### src/rtl/reg_write_arbiter.sv
// Round-robin arbiter sharing one enable-loaded register's write port among NREQ requesters.
// Each grant produces one load cycle (WRITE) followed by a one-cycle ack (DONE).
module reg_write_arbiter #(
  parameter int NREQ = 4,
  parameter int DW   = 7
) (
  input  logic                 clk,
  input  logic                 rst,
  input  logic [NREQ-1:0]      req,
  input  logic [NREQ*DW-1:0]   req_data,
  output logic [NREQ-1:0]      ack,
  output logic [NREQ-1:0]      gnt,
  output logic                 reg_en,
  output logic [DW-1:0]        reg_din,
  output logic                 busy,
  output logic [2:0]           last_id
);

  localparam int IW  = (NREQ > 1) ? $clog2(NREQ) : 1;
  localparam int IW1 = IW + 1;

  typedef enum logic [1:0] {IDLE, WRITE, DONE} state_t;

  state_t          state, state_nxt;
  logic [IW-1:0]   ptr, win, pick;
  logic [IW1-1:0]  idx;
  logic            found;
  logic [NREQ-1:0] gnt_q, pick_onehot;
  logic [DW-1:0]   data_q, pick_data;

  // First requester at or after ptr; idx is ptr+i folded back into 0..NREQ-1.
  always_comb begin
    pick  = '0;
    found = 1'b0;
    idx   = '0;
    for (int unsigned i = 0; i < NREQ; i++) begin
      idx = {1'b0, ptr} + IW1'(i);
      if (idx >= IW1'(NREQ)) idx = idx - IW1'(NREQ);
      if (!found && req[idx[IW-1:0]]) begin
        found = 1'b1;
        pick  = idx[IW-1:0];
      end
    end
  end

  always_comb begin
    pick_data   = '0;
    pick_onehot = '0;
    for (int unsigned i = 0; i < NREQ; i++) begin
      if (pick == IW'(i)) begin
        pick_data      = req_data[i*DW +: DW];
        pick_onehot[i] = 1'b1;
      end
    end
  end

  always_comb begin
    state_nxt = state;
    case (state)
      IDLE:    if (|req) state_nxt = WRITE;
      WRITE:   state_nxt = DONE;
      DONE:    state_nxt = IDLE;
      default: state_nxt = IDLE;
    endcase
  end

  always_ff @(posedge clk or posedge rst) begin
    if (rst) state <= IDLE;
    else     state <= state_nxt;
  end

  always_ff @(posedge clk or posedge rst) begin
    if (rst) begin
      ptr     <= '0;
      win     <= '0;
      gnt_q   <= '0;
      data_q  <= '0;
      last_id <= '0;
    end else begin
      case (state)
        IDLE: begin
          if (|req) begin
            win    <= pick;
            gnt_q  <= pick_onehot;
            data_q <= pick_data;
          end
        end
        DONE: begin
          ptr     <= (win == IW'(NREQ-1)) ? '0 : win + 1'b1;
          last_id <= 3'(win);
          gnt_q   <= '0;
        end
        default: ;
      endcase
    end
  end

  // Outputs decode registered state only, so an async reset drops them immediately.
  assign gnt     = gnt_q;
  assign reg_en  = (state == WRITE);
  assign reg_din = data_q;
  assign ack     = (state == DONE) ? gnt_q : '0;
  assign busy    = (state != IDLE);

endmodule

### config.mk
export PLATFORM = sky130hd
export DESIGN_NAME = reg_write_arbiter
export DESIGN_NICKNAME = d
export VERILOG_FILES = /design/src/rtl/reg_write_arbiter.sv
export SDC_FILE = /design/constraint.sdc
export NUM_CORES = 1
export LEC_CHECK = 0
export ABC_AREA = 1
export BUFFER_PORTS_ARGS = -buffer_cell sky130_fd_sc_hd__buf_2
export CAP_MARGIN = 20
export CELL_PAD_IN_SITES_DETAIL_PLACEMENT = 2
export CELL_PAD_IN_SITES_GLOBAL_PLACEMENT = 2
export CORE_ASPECT_RATIO = 0.8
export CORE_MARGIN = 2
export CORE_UTILIZATION = 25
export CTS_CLUSTER_SIZE = 14
export DETAILED_ROUTE_END_ITERATION = 6
export PLACE_DENSITY = 0.82
export SLEW_MARGIN = 20
export SYNTH_ARGS = -nofsm -noshare
export SYNTH_HDL_FRONTEND = slang
export SYNTH_SLANG_ARGS = --single-unit
### constraint.sdc
create_clock -name clk -period 3.35 [get_ports clk]
set_input_delay 0.67 -clock clk [delete_from_list [all_inputs] [get_ports clk]]
set_output_delay 0.67 -clock clk [all_outputs]
set_load 0.02 [all_outputs]
=== After elaboration in Yosys (flattened, before gate mapping) ===
Index checks and enable logic that the tools add are counted.

* Add/sub/neg operators: 8
* Magnitude comparators: 8
* Equality and inequality tests: 7
* Muxes and demuxes: 33
* Reductions and logical operators: 13

{| class="wikitable"
|+ Operators with widths
! cell !! number
|-
| 2-to-1 mux 7 bit || 4
|-
| 2-to-1 mux 2 bit || 10
|-
| < comparator 2 x 3 -> 1 bit, second input constant || 4
|-
| 2-to-1 mux 1 bit || 11
|-
| greater-or-equal comparator 3 bit, second input constant || 3
|-
| binary-select mux 1 bit (select 2 bit) || 4
|-
| equality test 2 bit, second input constant || 4
|-
| 2-to-1 mux 4 bit || 2
|-
| one-hot mux 4 bit (2 select lines) || 1
|-
| subtractor 2 x 1 -> 2 bit, second input constant || 4
|-
| adder 2 x 2 -> 3 bit, second input constant || 2
|-
| equality test 2 x 1 -> 1 bit, second input constant || 2
|-
| zero test 2 bit || 2
|-
| one-hot mux 2 bit (2 select lines) || 1
|-
| AND reduction 2 bit || 2
|-
| nonzero test 2 bit || 2
|-
| OR reduction 4 bit || 1
|-
| adder 2 x 1 -> 3 bit, second input constant || 1
|-
| greater-or-equal comparator 2 x 3 -> 1 bit, second input constant || 1
|-
| logical AND 1 bit || 3
|-
| zero test 1 bit || 3
|-
| adder 2 x 1 -> 2 bit, second input constant || 1
|-
| != test 2 bit, second input constant || 1
|}

* Register bits after elaboration: 19
* Logic and storage cells: 75

=== Depth between registers and ports, before layout ===
* Word-level depth: 19
* Depth in mapped cells: 17
* Depth with buffers taken out: 16

=== Least setup slack after synthesis ===
Ideal clock, no wire load.

* Kind: input to register
* From: input req[3]
* To: register data_q[1] (netlist: reg_din[1])
* Setup time: 0.116 ns
* Data arrival time: 1.757 ns
* Data required time: 3.234 ns
* Slack: 1.477 ns
* Cell stages on the path: 15
* Path buffers: 1
* Cells stage by stage: inv_1 -> nand2_2 -> nand3_1 -> nand2_2 -> nor2_4 -> nand2_2 -> nand3_2 -> nand2_4 -> inv_4 -> nand2_4 -> buf_6 -> nor2_2 -> nor2_1 -> nand2_1 -> nand2_1

* Word-level cells in the longest chain between the ends: 17

{| class="wikitable"
|+ Ends and longest elaborated chain
! item !! line !! RTL
|-
| from (decl) || 9 || <nowiki>input logic [NREQ-1:0] req,</nowiki>
|-
| binary-select mux 1 bit (select 2 bit) || 39 || <nowiki>if (!found && req[idx[IW-1:0]]) begin</nowiki>
|-
| 2-to-1 mux 1 bit (implied by the code) || 39 ||
|-
| 2-to-1 mux 1 bit || 39 ||
|-
| zero test 1 bit || 39 ||
|-
| logical AND 1 bit || 39 ||
|-
| 2-to-1 mux 1 bit || 39 ||
|-
| zero test 1 bit || 39 ||
|-
| logical AND 1 bit || 39 ||
|-
| 2-to-1 mux 1 bit || 39 ||
|-
| zero test 1 bit || 39 ||
|-
| logical AND 1 bit || 39 ||
|-
| 2-to-1 mux 2 bit || 39 ||
|-
| zero test 2 bit || 50 || <nowiki>if (pick == IW'(i)) begin</nowiki>
|-
| 2-to-1 mux 7 bit (4 in a row) || 50 ||
|-
| to (signal assigned) || 85 || <nowiki>data_q <= pick_data;</nowiki>
|-
| to (decl) || 29 || <nowiki>logic [DW-1:0] data_q, pick_data;</nowiki>
|}

Several ways; a longest one is shown, not always the timed one. The select of a mux whose other input is x is not followed.
A chain may end at the register's enable or synchronous reset.

=== Worst setup path in the final report ===
* From: register ptr[0]
* To: register data_q[3] (netlist: reg_din[3])

* Word-level cells in the longest chain between the ends: 19

{| class="wikitable"
|+ Ends and longest elaborated chain
! item !! line !! RTL
|-
| from (decl) || 25 || <nowiki>logic [IW-1:0] ptr, win, pick;</nowiki>
|-
| from (signal assigned) || 89 || <nowiki>ptr <= (win == IW'(NREQ-1)) ? '0 : win + 1'b1;</nowiki>
|-
| branches (longest 13 deep; another with adder 2 x 1 -> 3 bit) || n/a ||
|-
| 2-to-1 mux 2 bit (*) || 39 ||
|-
| zero test 2 bit || 50 ||
|-
| 2-to-1 mux 7 bit (3 in a row) || 50 ||
|-
| 2-to-1 mux 7 bit (*) || 50 ||
|}

Every way passes the cells marked *. The select of a mux whose other input is x is not followed.

==> results.py <==
metrics = {
    "status": {
        "outcome": "completed",
    },
    "synth": {
        "synth_top_area_share_pct": 33.6,
        "synth_top_cells_by_count": "nand2_1, nand3_1, inv_1, dfrtp_1, nor2_1",
        "synth_top_cell_by_area": "dfrtp_1",
        "synthFlopType": "dfrtp_1",
        "ys_seq_area_share_pct": 33.6,
        "netlist_area_mm2": 0.00141,
        "synth_most_common_cell": "nand2_1",
        "syn_nets": 242,
        "synth_cells": 207,
        "synth.ff_latch_count": 19,
        "avgSynthCellArea_um2": 6.83,
        "ys_warn_count": 0,
        "synth.area.top_cells": "dfrtp_1, nand2_1, nand3_1, inv_1, nand3_2",
        "async_reset_ff_share_pct": 100,
        "synth-edff-count": 0,
        "synth_cell_types": 26,
    },
    "finish": {
        "drive_above_1_share_pct": 34.0,
        "syn_to_final_growth_pct": 24.7,
        "fin_nets": 292,
        "stdcell_area_mm2": 0.00176,
        "n_fill_cell": 713,
        "diodes": 0,
    },
    "timing": {
        "max_clock_freq_mhz": 425,
        "period_minus_slack_ns": 2.35,
        "min_period_over_period_pct": 70.3,
        "maxSlewHeadroom_pct": 48.1,
        "slew_violations": 0,
        "tns_ns": 0,
        "rsz0062_at_grt": "false",
        "skew_ns": 0.00474,
        "setup_viol": 0,
        "worst_pin_slew_ns": 0.778,
        "hold_slack_ns": 0.462,
        "hold_violations": 0,
    },
    "clock_tree": {
        "htreeDepth": 1,
        "cts_resized": 0,
        "clock_latency_ns": 0.26,
        "clk_pin_slew_ns": 0.08,
        "post_cts_buffers": 0,
        "hold_buffers": 0,
        "clock_sinks": 19,
        "cts_buffers": 3,
        "root_buffer": "clkbuf_8",
        "cts_tree": "built",
        "cts_max_path_buffers": 2,
    },
    "die": {
        "die_w_um": 88.1,
        "rows": 24,
        "die_h_um": 71.3,
        "coreArea_mm2": 0.00547,
        "ioPinCount": 54,
        "start_util_pct": 25.9,
        "die_area_mm2": 0.00628,
    },
    "routing": {
        "drc_errors": 0,
        "wl_per_cell_um": 13.6,
        "drtPass1Iterations": 4,
        "vias_per_cell": 4.47,
        "ant_nets": 0,
        "drt_wl_total_um": 4540,
        "drt_iter0_drc": 70,
        "dr_total_vias": 1493,
    },
    "critical_path": {
        "ff2ff_setup_slack_ns": 1.0,
        "endpoint_kind": "register",
        "crit_arrival_ns": 2.56,
        "crit_type": "reg -> reg",
        "worstReg2RegEnd": "reg_din[3]",
        "cp-start-kind": "register",
        "endpoint": "reg_din[3]",
        "crit_required_ns": 3.56,
        "r2r_cells": 14,
        "crit_fanout": 11,
        "regToRegStartpoint": "ptr[0]",
        "crit_path_start": "ptr[0]",
    },
    "grt": {
        "grt_max_degree": 20,
        "grt_pass1_vias": 1575,
        "grt_pass1_wl_um": 7560,
        "antenna_found_initial": 0,
        "track_usage_pct": 15.3,
        "gr-total-overflow": 0,
    },
    "power": {
        "vdd_drop_max_mv": 0.376,
        "finalPower_mw": 2.15,
        "p_leak_nw": 0.994,
        "powerDensity_mw_per_mm2": 1220,
    },
    "place": {
        "hpwlAfterDp_um": 3680,
        "gp_congestion": 0.785,
        "place_area_mm2": 0.00172,
        "io_buffers": 52,
    },
    "min_path": {
        "hold_class": "reg -> reg",
    },
    "flow_run": {
        "cap_violations": 0,
    },
}
[power by group]
| part | switching [mW] | internal, mW | leakage, nW |
|---|---|---|---|
| clock | 0.0837 | 0.0828 | 0.0255 |
| combinational | 1.09 | 0.471 | 0.729 |
| sequential | 0.0850 | 0.339 | 0.239 |
| total | 1.26 | 0.893 | 0.994 |
[registers in the layout, indices dropped and copies added, names as in the netlist]
signal   cells
reg_din      7
gnt          4
last_id      2
ptr          2
state        2
win          2
[worst max-delay path, stage by stage, from the launching register on]
cell     delay [ns]
dfrtp_1        0.60
inv_2          0.18
nand2_1        0.15
nand2_1        0.06
nand2_1        0.07
nand2_2        0.08
nor2_4         0.14
nand2_2        0.09
nand3_1        0.09
nand2_1        0.27
nand2_2        0.18
nand2_1        0.14
nor2_1         0.14
nand2_1        0.07
nand2_1        0.05
[cell families (layout without fill, tap and decap cells)]
group,after synthesis,in the layout,share of synthesized area (%)
buf+inv,34,83,11.5
fa+ha+maj,1,1,0.885
compound gates,13,13,5.31
simple gates,139,139,48.4
other cells,1,1,0.265
flops,19,19,33.6
[per-layer routing]
metal | wire, um | track usage (%) | vias to the layer above | share of wire, %
met5 | 0 | 0 | - | 0
met4 | 29 | 2.53 | 0 | 0.64
met3 | 110 | 2.07 | 2 | 2.4
met2 | 2210 | 26.2 | 25 | 49
met1 | 2200 | 21.2 | 717 | 48
li1 | - | - | 749 | -
[per-stage QoR]
step / worst slack, ns / util (%) / instances
5_1_grt: 0.644 / 32.3 / 334
6_report: 0.995 / 32.3 / 334
3_5_place_dp: 0.997 / 31.4 / 330
3_3_place_gp: 1.07 / 31.4 / 330
2_1_floorplan: 1.48 / - / 207
4_1_cts: 0.990 / 32.3 / 334
[worst min-delay path by stage]
stage               slack (ns)       end  startpoint  depth (start not counted)
floorplan                 0.42  state[1]    state[1]                          1
global placement          0.45  state[1]    state[1]                          1
detailed placement        0.46  state[1]    state[1]                          1
CTS                       0.47  state[1]    state[1]                          1
global route              0.49  state[1]    state[1]                          1
finish                    0.46  state[1]    state[1]                          1
[cell type report]
type / instances / area, um2 / share of cell area (%)
inverters: 26 / 100 / 5.68
clock buffers: 3 / 41.3 / 2.34
repair buffers: 53 / 268 / 15.2
flip-flops and latches: 19 / 475 / 27.0
well taps: 78 / 97.6 / 5.54
clock inverters: 1 / 5.00 / 0.284
multi-input cells: 154 / 776 / 44.0
[cells in the final DEF, fill, tap and decap left out, types with 3 or more instances in the layout]
master	Yosys	layout
buf_2	2	52
clkbuf_8	0	3
dfrtp_1	19	19
inv_1	22	22
inv_2	3	3
nand2_1	69	69
nand2_2	9	9
nand2_4	3	3
nand3_1	25	25
nand3_2	8	8
nor2_1	18	18
nor2_2	4	4
o21ai_0	3	3
o21ai_1	3	3
o22ai_1	4	4
No activity file was read; power rests on OpenSTA's default activity.
